$ cat src/rtl/hld_pkg.sv
// hld_pkg -- shared phase enum, phase codes and state-to-code mapping for the
// highway/farm-road intersection controller and its light decoder. Rev 1.0
`default_nettype none

package hld_pkg;

  typedef enum logic [1:0] {
    NS_GREEN  = 2'd0,
    NS_YELLOW = 2'd1,
    EW_GREEN  = 2'd2,
    EW_YELLOW = 2'd3
  } phase_e;

  localparam logic [3:0] CODE_NS_GREEN  = 4'b0000;
  localparam logic [3:0] CODE_NS_YELLOW = 4'b0101;
  localparam logic [3:0] CODE_EW_GREEN  = 4'b1010;
  localparam logic [3:0] CODE_EW_YELLOW = 4'b1100;

  function automatic logic [3:0] phase_code(input phase_e p);
    logic [3:0] c;
    c = CODE_NS_GREEN;
    case (p)
      NS_GREEN:  c = CODE_NS_GREEN;
      NS_YELLOW: c = CODE_NS_YELLOW;
      EW_GREEN:  c = CODE_EW_GREEN;
      EW_YELLOW: c = CODE_EW_YELLOW;
      default:   c = CODE_NS_GREEN;
    endcase
    return c;
  endfunction

endpackage

`default_nettype wire

$ cat src/rtl/hld_controller_tick_gen.sv
// tick_gen -- prescaler producing a registered one-cycle strobe every
// TICK_DIV clocks (every clock when TICK_DIV is 1). Rev 1.0
`default_nettype none

module tick_gen #(
  parameter int TICK_DIV = 4
) (
  input  logic clk,
  input  logic rst,
  output logic tick
);

  localparam int CW = (TICK_DIV > 1) ? $clog2(TICK_DIV) : 1;
  localparam logic [CW-1:0] LAST = CW'(TICK_DIV - 1);

  logic [CW-1:0] cnt;
  logic [CW-1:0] cnt_next;

  always_comb begin
    cnt_next = (cnt == LAST) ? '0 : cnt + CW'(1);
  end

  // tick is registered against the next count so it is high exactly while cnt == LAST
  always_ff @(posedge clk) begin
    if (rst) begin
      cnt  <= '0;
      tick <= 1'b0;
    end else begin
      cnt  <= cnt_next;
      tick <= (cnt_next == LAST);
    end
  end

endmodule

`default_nettype wire

$ cat src/rtl/hld_controller.sv
// hld_controller -- highway/farm-road light sequencer: NS rests green and yields
// to EW on a latched request after a minimum green. Rev 1.0
`default_nettype none

module hld_controller
  import hld_pkg::*;
#(
  parameter int TICK_DIV       = 4,
  parameter int NS_MIN_GREEN   = 3,
  parameter int YELLOW_TICKS   = 2,
  parameter int EW_GREEN_TICKS = 4
) (
  input  logic       clk,
  input  logic       rst,
  input  logic       car_ew,
  output logic       A,
  output logic       B,
  output logic       C,
  output logic       D,
  output logic [1:0] phase,
  output logic       tick
);

  localparam int MAX_AB = (NS_MIN_GREEN > YELLOW_TICKS) ? NS_MIN_GREEN : YELLOW_TICKS;
  localparam int MAXP   = (MAX_AB > EW_GREEN_TICKS) ? MAX_AB : EW_GREEN_TICKS;
  localparam int TW     = $clog2(MAXP) + 1;

  localparam logic [TW-1:0] T_NS_MIN = TW'(NS_MIN_GREEN - 1);
  localparam logic [TW-1:0] T_YEL    = TW'(YELLOW_TICKS - 1);
  localparam logic [TW-1:0] T_EW     = TW'(EW_GREEN_TICKS - 1);

  phase_e        state;
  logic [3:0]    code;
  logic [TW-1:0] timer;
  logic          req;

  tick_gen #(.TICK_DIV(TICK_DIV)) u_tick_gen (
    .clk  (clk),
    .rst  (rst),
    .tick (tick)
  );

  // Later assignments win: a transition overrides the timer increment, and
  // entering EW_GREEN clears the request even if car_ew is high this cycle.
  always_ff @(posedge clk) begin
    if (rst) begin
      state <= NS_GREEN;
      code  <= CODE_NS_GREEN;
      timer <= '0;
      req   <= 1'b0;
    end else begin
      if (car_ew) req <= 1'b1;
      if (tick) begin
        timer <= (timer == '1) ? timer : timer + TW'(1);
        case (state)
          NS_GREEN: if (timer >= T_NS_MIN && req) begin
            state <= NS_YELLOW;
            code  <= phase_code(NS_YELLOW);
            timer <= '0;
          end
          NS_YELLOW: if (timer == T_YEL) begin
            state <= EW_GREEN;
            code  <= phase_code(EW_GREEN);
            timer <= '0;
            req   <= 1'b0;
          end
          EW_GREEN: if (timer == T_EW) begin
            state <= EW_YELLOW;
            code  <= phase_code(EW_YELLOW);
            timer <= '0;
          end
          EW_YELLOW: if (timer == T_YEL) begin
            state <= NS_GREEN;
            code  <= phase_code(NS_GREEN);
            timer <= '0;
          end
          default: begin
            state <= NS_GREEN;
            code  <= CODE_NS_GREEN;
            timer <= '0;
          end
        endcase
      end
    end
  end

  assign {A, B, C, D} = code;
  assign phase        = state;

endmodule

`default_nettype wire

$ cat config.mk
export PLATFORM = sky130hd
export DESIGN_NAME = hld_controller
export DESIGN_NICKNAME = d
export VERILOG_FILES = /design/src/rtl/hld_pkg.sv /design/src/rtl/hld_controller_tick_gen.sv /design/src/rtl/hld_controller.sv
export SDC_FILE = /design/constraint.sdc
export NUM_CORES = 1
export LEC_CHECK = 0
export BUFFER_PORTS_ARGS = -buffer_cell sky130_fd_sc_hd__buf_2
export CAP_MARGIN = 20
export CORE_AREA = 4 4 41 43
export CTS_CLUSTER_DIAMETER = 40
export CTS_CLUSTER_SIZE = 12
export DETAILED_ROUTE_END_ITERATION = 12
export DIE_AREA = 0 0 45 47
export GPL_TIMING_DRIVEN = 0
export PLACE_DENSITY = 0.68
export SYNTH_ARGS = -nofsm -noshare
export SYNTH_HDL_FRONTEND = slang
export SYNTH_HIERARCHICAL = 1
export SYNTH_SLANG_ARGS = --single-unit
$ cat constraint.sdc
create_clock -name clk -period 4.5 [get_ports clk]
set_input_delay 0.9 -clock clk [delete_from_list [all_inputs] [get_ports clk]]
set_output_delay 0.9 -clock clk [all_outputs]
set_load 0.1 [all_outputs]
==> results of run 1 <==
## critical path, stage by stage, from the launching register on
cell,delay [ns]
dfxtp_1,0.40
inv_1,0.12
ha_1,0.26
or2_1,0.28
a222oi_1,0.81
a21oi_1,0.16
a311oi_1,0.25
## metal layers
layer  GRT usage [%]  up-vias
li1                -      286
met3            5.75        4
met1            19.0      257
met2            18.9       13
met5               0        -
met4            7.02        0
## state kept, by name (all words and copies together), names as in the netlist
signal / cells
code: 2
phase: 2
req: 1
timer: 3
u_tick_gen/cnt: 2
u_tick_gen/tick: 1
## layout make-up
type / count / area, µm² / share of cell area, %
Sequential cell: 11 / 220 / 29.0
Timing Repair Buffer: 9 / 45.0 / 5.93
Clock inverter: 1 / 5.00 / 0.659
Multi-Input combinational cell: 50 / 402 / 52.9
Buffer: 4 / 23.8 / 3.13
Clock buffer: 3 / 22.5 / 2.97
Inverter: 6 / 22.5 / 2.97
Tap cell: 15 / 18.8 / 2.47
## layout by cell type (no fill, tap or decap), types with 2 or more instances in the layout
master / synthesis / routed
dfxtp_1: 11 / 11
o21ai_0: 2 / 2
nor2_1: 4 / 4
a21bo_1: 2 / 2
nand2b_4: 2 / 2
nand2_1: 2 / 2
buf_4: 2 / 2
nand3_1: 3 / 3
nor3_1: 3 / 3
ha_1: 9 / 9
a21oi_1: 7 / 7
o221a_2: 2 / 2
clkbuf_4: 0 / 3
buf_2: 1 / 10
inv_1: 6 / 6
## power by group through the flow
stage | Clock [µW] | Sequential [µW] | Combinational (µW)
floorplan | 0 | 113 | 15.7
global placement | 0 | 110 | 25.6
detailed placement | 0 | 110 | 25.8
CTS | 73.4 | 107 | 25.9
global route | 77.2 | 108 | 29.1
finish | 69.8 | 107 | 25.8
## per-stage QoR
step	instance area, µm²	instances
2_1_floorplan	668	71
3_3_place_gp	732	95
3_5_place_dp	732	95
4_1_cts	759	99
5_1_grt	759	99
6_report	759	99
## cells by family (layout without fill, tap and decap cells)
| logic type | count (synthesis) | count (layout) |
|---|---|---|
| buffers and inverters | 10 | 23 |
| AOI/OAI and AO/OA | 22 | 22 |
| and+or+nand+nor | 17 | 17 |
| adders and majority gates | 9 | 9 |
| DFF | 11 | 11 |
| muxes | 2 | 2 |
## path summary, 6_finish.rpt
check | end | slack [ns] | cells after the start
worst max-delay path | phase[0] | 2.14 | 6
worst min-delay path | u_tick_gen/cnt[0] | 0.47 | 1
worst max register to register | phase[0] | 2.14 | 6
worst min register to register | u_tick_gen/cnt[0] | 0.47 | 1
==> run_results.csv, run 1 <==
group,metric,value,unit
global_routing,grt_max_degree,11,
floorplan,rows,13,
timing,drv_slew,0,
floorplan,dieArea,0.00212,mm²
finish,areaGrowthSynthToFinish,13.7,%
timing,min_period,2.36,ns
synth,synth_mux_area_share,3.18,%
pwr,swShare,28.5,%
synth,yosysWarnings,6,
route,post_drt_wl_per_cell,12.8,µm
synth,synth-simple-area-share,15.4,%
route,initialDrtViolationCount,7,
timing,whs,0.466,ns
route,routed.top_layer,"met4",
placed_design,dp_hpwl,904,µm
timing,rsz0062_at_grt,"false",
global_routing,grt_pass1_wl,2.09,mm
cts,clockBufferDepth,2,
finish,fill_cells,130,
synth,syn-num-nets,83,
pwr,seqPwrFrac,52.9,%
cts,worstSkewPairLatency,0.27,ns
placed_design,place_ws,2.15,ns
floorplan,ios,10,
critical_path,endpoint_kind,"flop",
route,drc,0,
critical_path,cp_max_fo,8,
synth,yosysTopAreaCell,"dfxtp_1",
floorplan,core,0.00130,mm²
placed_design,globalplace.congestion,0.777,
timing,skew,0.000598,ns
pwr,power_density,267,mW/mm²
finish,drive_above_1_share,28.6,%
pwr,power,203,µW
min_path,hp-class,"flop to flop",
critical_path,worstSetupPathType,"flop to flop",
synth,avgSynthCellArea,9.41,µm²
route,route.met3.wl,69,µm
synth,synthAdderAreaFrac,16.9,%
global_routing,grt_use_total,14.0,%
global_routing,first_global_vias,462,
timing,finalCritPeriodShare,52.5,%
pwr,leakagePower,0.000341,µW
pwr,ir_drop,0.184,mV
synth,seq_area_frac_synth,33.0,%
synth,synth-xor-area-share,0,%
synth,yosys_register_bits,11,
synth,yosysUniqueCellTypes,29,
synth,synth_edf_count,0,
synth,synth.most_common_cell,"dfxtp_1",
global_routing,antenna_found_initial,0,
critical_path,critPathLaunch,"phase[1]",
synth,yosys-top-cells-count,"dfxtp_1, ha_1, a21oi_1",
run_status,status,"complete, no violations",
cts,cts_post_setup_buffers_inserted,0,
global_routing,grt.overflow.total,0,
timing,worst_pin_slew,0.967,ns
route,wl,1.27,mm
synth,synth_top_family_by_area,"compound AO/OA/AOI/OAI gates",
run,cap_violations,0,
synth,netlist_instances,71,
synth,netlist.area_leader.share,33.0,%
pwr,comb_power_share,12.7,%
cts,cts_buffers,3,
route,vias,560,
floorplan,die_h,47,µm
cts,htree_num_levels,1,
synth,synthFlopType,"dfxtp_1",
timing,hold_viol_final,0,
route,route.met2.wl,559,µm
synth,synthTopCellsByArea,"dfxtp_1, ha_1, a21oi_1, nand2b_4, inv_1",
timing,relSlewSlack,35.6,%
cts,clockRootBuffer,"clkbuf_4",
synth,syn-cell-area,668,µm²
finish,diodes,0,
cts,path_clk_slew,0.07,ns
cts,postCtsResizedCells,0,
pwr,p_clk_share,34.4,%
critical_path,rr_startpoint,"phase[1]",
timing,setup_ws,2.14,ns
timing,setup_violations,0,
synth,synth_compound_area_share,24.7,%
timing,finalSetupTns,0,ns
critical_path,cp.required,4.69,ns
critical_path,critPathArrivalTime,2.56,ns
cts,cts_tree,"built",
route,met1_length,627,µm
floorplan,dieWidth,45,µm
floorplan,start_util,51.3,%
pwr,p_switching,57.8,µW
cts,cts_sinks,11,
timing,max_freq,423,MHz
pwr,power.internal,145,µW
critical_path,worstSetupStartpointType,"flop",
cts,cts_hold_buf,0,
route,antenna_left,0,
route,viasPerCell,5.66,
placed_design,portBuffers,9,
finish,utilization,58.4,%
min_path,hold_path_startpoint,"u_tick_gen/cnt[0]",
finish,fin_nets,97,
route,dr.pass1.iters,4,
synth,ys_async_sr_fraction,0,%
No activity file was read; power rests on OpenSTA's default activity.
==> run 2: changes to the inputs <==
- clock period: 4.5 -> 2.25 ns (I/O delays scaled with it)
==> run_results.csv, run 2 (synthesis gave the netlist of run 1 again) <==
group,metric,value,unit
critical_path,cp.required,2.42,ns
floorplan,rows,13,
cts,cts_sinks,11,
critical_path,worstSetupPathType,"flop to flop",
timing,skew,0.000487,ns
global_routing,grt.overflow.total,0,
pwr,power_density,511,mW/mm²
route,viasPerCell,5.53,
cts,cts_hold_buf,0,
cts,path_clk_slew,0.06,ns
min_path,hp-class,"flop to flop",
finish,multi_input_area,402,µm²
route,wl,1.21,mm
timing,max_freq,535,MHz
critical_path,cp_max_fo,8,
critical_path,worstSetupStartpointType,"flop",
run,cap_violations,0,
floorplan,dieWidth,45,µm
timing,worst_pin_slew,0.486,ns
route,antenna_left,0,
global_routing,grt_pass1_wl,2.13,mm
finish,finalNonFillerCells,100,
global_routing,grt_use_total,13.9,%
placed_design,placed_cells,95,
timing,drv_slew,0,
floorplan,start_util,51.3,%
finish,largest_register_ffs,3,
floorplan,core,0.00130,mm²
cts,htree_num_levels,1,
route,dr.pass1.iters,5,
global_routing,first_global_vias,486,
run_status,status,"complete, no violations",
route,initialDrtViolationCount,12,
cts,cts_tree,"built",
floorplan,die_h,47,µm
timing,min_period,1.87,ns
finish,final_common_cell,"buf_2",
timing,finalCritPeriodShare,83.1,%
floorplan,dieArea,0.00212,mm²
critical_path,endpoint_kind,"flop",
finish,drive_above_1_share,31.8,%
finish,layout_common_cells,"buf_2, ha_1, dfxtp_1, a21oi_1, inv_1",
pwr,ir_drop,0.342,mV
cts,clockRootBuffer,"clkbuf_4",
floorplan,ios,10,
timing,relSlewSlack,67.8,%
cts,cts_buffers,3,
placed_design,dp_hpwl,889,µm
route,post_drt_wl_per_cell,12.1,µm
placed_design,portBuffers,9,
global_routing,antenna_found_initial,0,
route,drc,0,
global_routing,grt_max_degree,11,
timing,setup_violations,0,
finish,fill_cells,130,
cts,worstSkewPairLatency,0.26,ns
finish,diodes,0,
finish,fin_nets,98,
cts,clockBufferDepth,2,
timing,hold_viol_final,0,
finish,final-seq-area,225,µm²
pwr,leakagePower,0.000346,µW
pwr,power,394,µW
critical_path,critPathArrivalTime,2.04,ns
timing,rsz0062_at_grt,"false",
route,vias,553,
placed_design,globalplace.congestion,0.774,
finish,registers.top_by_ff_count,"timer",
finish,areaGrowthSynthToFinish,15.4,%
timing,finalSetupTns,0,ns
run 2: changes by cell type in the layout (fill, tap and decap cells not counted):
cell	before	now
dfxtp_4	0	1
clkbuf_1	1	2
inv_1	6	5
dfxtp_2	0	1
dfxtp_1	11	9
inv_2	0	1
clkinv_2	1	0
buf_4	2	3
run 2: where the power goes:
part,switching [µW],total (µW),internal (µW)
Combinational,31.7,52.9,21.2
Sequential,10.5,214,203
Clock,58.8,127,68.5
Total,101,394,293
run 2: routing by layer:
metal	vias to the layer above	global-route usage, %	wire [µm]
met1	252	20.0	630
li1	285	-	-
met3	4	2.68	54
met2	12	18.6	501
met5	-	0	0
met4	0	8.77	21
run 2: what timing repair did:
| item | 4_1_cts | 5_1_grt |
|---|---|---|
| resized for setup | 0 | 0 |
| setup buffers | 0 | 1 |
| setup endpoints to repair | 0 | 4 |
| hold endpoints to repair | 0 | 0 |
run 2: worst paths after layout:
check / from / endpoint / slack (ns) / cells after the start
hold reg to reg: u_tick_gen/cnt[0] / u_tick_gen/cnt[0] / 0.47 / 1
setup / recovery: phase[1] / phase[0] / 0.38 / 7
hold / removal: u_tick_gen/cnt[0] / u_tick_gen/cnt[0] / 0.47 / 1
setup reg to reg: phase[1] / phase[0] / 0.38 / 7
run 2: final cells by class:
type	instances	area share [%]
multi-input cells	50	52.1
flip-flops and latches	11	29.2
repair buffers	10	6.82
clock buffers	4	3.41
plain buffers	4	3.08
inverters	6	2.92
well taps	15	2.44
run 2: through the flow:
step                utilization [%]  setup slack [ns]  instance area (µm²)  hold slack (ns)
floorplan                         -          0.000809                  673            0.435
global placement               56.6           0.00777                  737            0.449
detailed placement             56.6            0.0155                  737            0.452
CTS                            58.7           0.00862                  763            0.456
global route                   59.2             0.288                  771            0.477
finish                         59.2             0.379                  771            0.470
run 2: critical path, stage by stage (launching register included):
cell      delay, ns
dfxtp_4        0.37
inv_2          0.06
ha_1           0.24
or2_1          0.28
a222oi_1       0.31
buf_4          0.22
a21oi_1        0.07
a311oi_1       0.24
==> run 3: changes to the inputs <==
- clock period: 2.25 -> 1.8 ns (I/O delays scaled with it)
==> run_results.csv, run 3 (synthesis gave the netlist of run 1 again) <==
group,metric,value,unit
floorplan,ios,10,
global_routing,grt.met2_usage,20.3,%
timing,min_period,1.76,ns
route,initialDrtViolationCount,40,
critical_path,critPathArrivalTime,1.94,ns
finish,largest_register_ffs,3,
floorplan,die_h,47,µm
timing,drv_slew,0,
route,antenna_left,0,
min_path,hp-class,"input port to flop",
cts,cts_sinks,11,
critical_path,crit_chain,"inv_4 > ha_4 > or2_4 > a222oi_1 > buf_4 > a21oi_2 > a311oi_2",
floorplan,start_util,51.3,%
critical_path,cp.required,1.97,ns
route,wl,1.52,mm
pwr,power,507,µW
floorplan,core,0.00130,mm²
global_routing,antenna_found_initial,0,
finish,drive_above_1_share,45.6,%
critical_path,crit_family,"compound AO/OA/AOI/OAI gates",
critical_path,crit_end,"phase[0]",
finish,registers.top_by_ff_count,"timer",
global_routing,grt_pass1_wl,2.18,mm
critical_path,reg2reg_slack,0.04,ns
run,cap_violations,0,
finish,fin_nets,103,
floorplan,rows,13,
timing,worst_pin_slew,0.487,ns
route,vias,596,
global_routing,first_global_vias,501,
critical_path,worstSetupPathType,"flop to flop",
run_status,status,"complete, no violations",
timing,rsz0062_at_grt,"true",
finish,layout_common_cells,"buf_2, buf_4, dfxtp_1, ha_1",
cts,clockRootBuffer,"clkbuf_4",
critical_path,rr_startpoint,"phase[1]",
global_routing,top_usage_layer,"met2",
critical_path,critPathBufInv,2,
placed_design,globalplace.congestion,0.776,
critical_path,critPathLaunch,"phase[1]",
critical_path,crit_cells,7,
global_routing,grt_use_met1,20.1,%
route,dr.pass1.iters,4,
route,drc,0,
critical_path,cp_max_fo,6,
pwr,leakagePower,0.000370,µW
timing,max_freq,568,MHz
finish,diodes,0,
cts,clockBufferDepth,2,
floorplan,dieWidth,45,µm
cts,cts_tree,"built",
timing,whs,0.361,ns
global_routing,grt_max_degree,11,
timing,skew,0.00825,ns
finish,final-seq-area,230,µm²
timing,relSlewSlack,67.7,%
route,post_drt_wl_per_cell,14.5,µm
placed_design,dp_hpwl,960,µm
cts,worstSkewPairLatency,0.27,ns
critical_path,slowest_stage,"dfxtp_4",
critical_path,critPathMaxStageDelay,0.38,ns
global_routing,grt.overflow.total,0,
global_routing,grtUsageMet3,3.07,%
cts,path_clk_slew,0.08,ns
finish,multi_input_area,435,µm²
floorplan,dieArea,0.00212,mm²
cts,htree_num_levels,1,
timing,hold_viol_final,0,
critical_path,worstSetupStartpointType,"flop",
finish,areaGrowthSynthToFinish,27.2,%
critical_path,endpoint_kind,"flop",
critical_path,reg2reg_to,"phase[0]",
cts,cts_hold_buf,0,
global_routing,grt_use_total,14.0,%
pwr,power_density,597,mW/mm²
timing,finalCritPeriodShare,97.9,%
timing,setup_violations,0,
finish,final_common_cell,"buf_2",
min_path,hold_path_startpoint,"car_ew",
finish,fill_cells,105,
placed_design,portBuffers,9,
cts,cts_buffers,3,
route,viasPerCell,5.68,
pwr,ir_drop,0.593,mV
critical_path,r2r_cells,7,
## run 3: changes by cell type in the layout (fill, tap and decap cells not counted), moves of 2 or more
cell     before  now
buf_4         3    8
ha_1          9    6
a21oi_1       7    5
dfxtp_1       9    7
a21oi_2       0    2
ha_2          0    2
## run 3: through the flow
| stage | area (µm²) | setup TNS (ns) | worst slack (ns) | instances | utilization, % |
|---|---|---|---|---|---|
| 2_1_floorplan | 691 | -1.03 | -0.292 | 71 | - |
| 3_3_place_gp | 754 | -1.18 | -0.342 | 95 | 58.0 |
| 3_5_place_dp | 754 | -0.892 | -0.255 | 95 | 58.0 |
| 4_1_cts | 788 | 0 | 0.0819 | 100 | 60.6 |
| 5_1_grt | 850 | -0.161 | -0.0551 | 105 | 65.3 |
| 6_report | 850 | 0 | 0.0382 | 105 | 65.3 |
## run 3: where the power goes
group / total, µW / internal [µW] / switching, µW
sequential: 267 / 253 / 14.2
clock: 169 / 85.6 / 83.6
combinational: 70.3 / 28.6 / 41.7
total: 507 / 367 / 140
## run 3: area by class of cell
type	instances	share of cell area (%)
multi-input combinational	50	51.3
buffer	4	2.80
sequential	11	27.1
clock buffer	4	3.09
timing repair buffer	15	10.6
inverter	6	2.95
tap	15	2.21
## run 3: timing repair
item | CTS | global route
gates resized for setup | 0 | 8
setup buffers | 1 | 5
endpoints found under the setup margin | 4 | 3
pin swaps | 1 | 5
## run 3: worst min-delay path by stage
stage | cells past startpoint | end | slack, ns
2_1_floorplan | 1 | phase[1] | 0.42
3_3_place_gp | 1 | u_tick_gen/cnt[0] | 0.45
3_5_place_dp | 1 | u_tick_gen/cnt[0] | 0.46
4_1_cts | 2 | req | 0.36
5_1_grt | 2 | req | 0.37
6_report | 2 | req | 0.36
## run 3: metal layers
layer  vias to the layer above  routed length (µm)
met2                        31                 658
met1                       262                 708
met5                         -                   0
met3                         6                 104
li1                        297                   -
met4                         0                  50
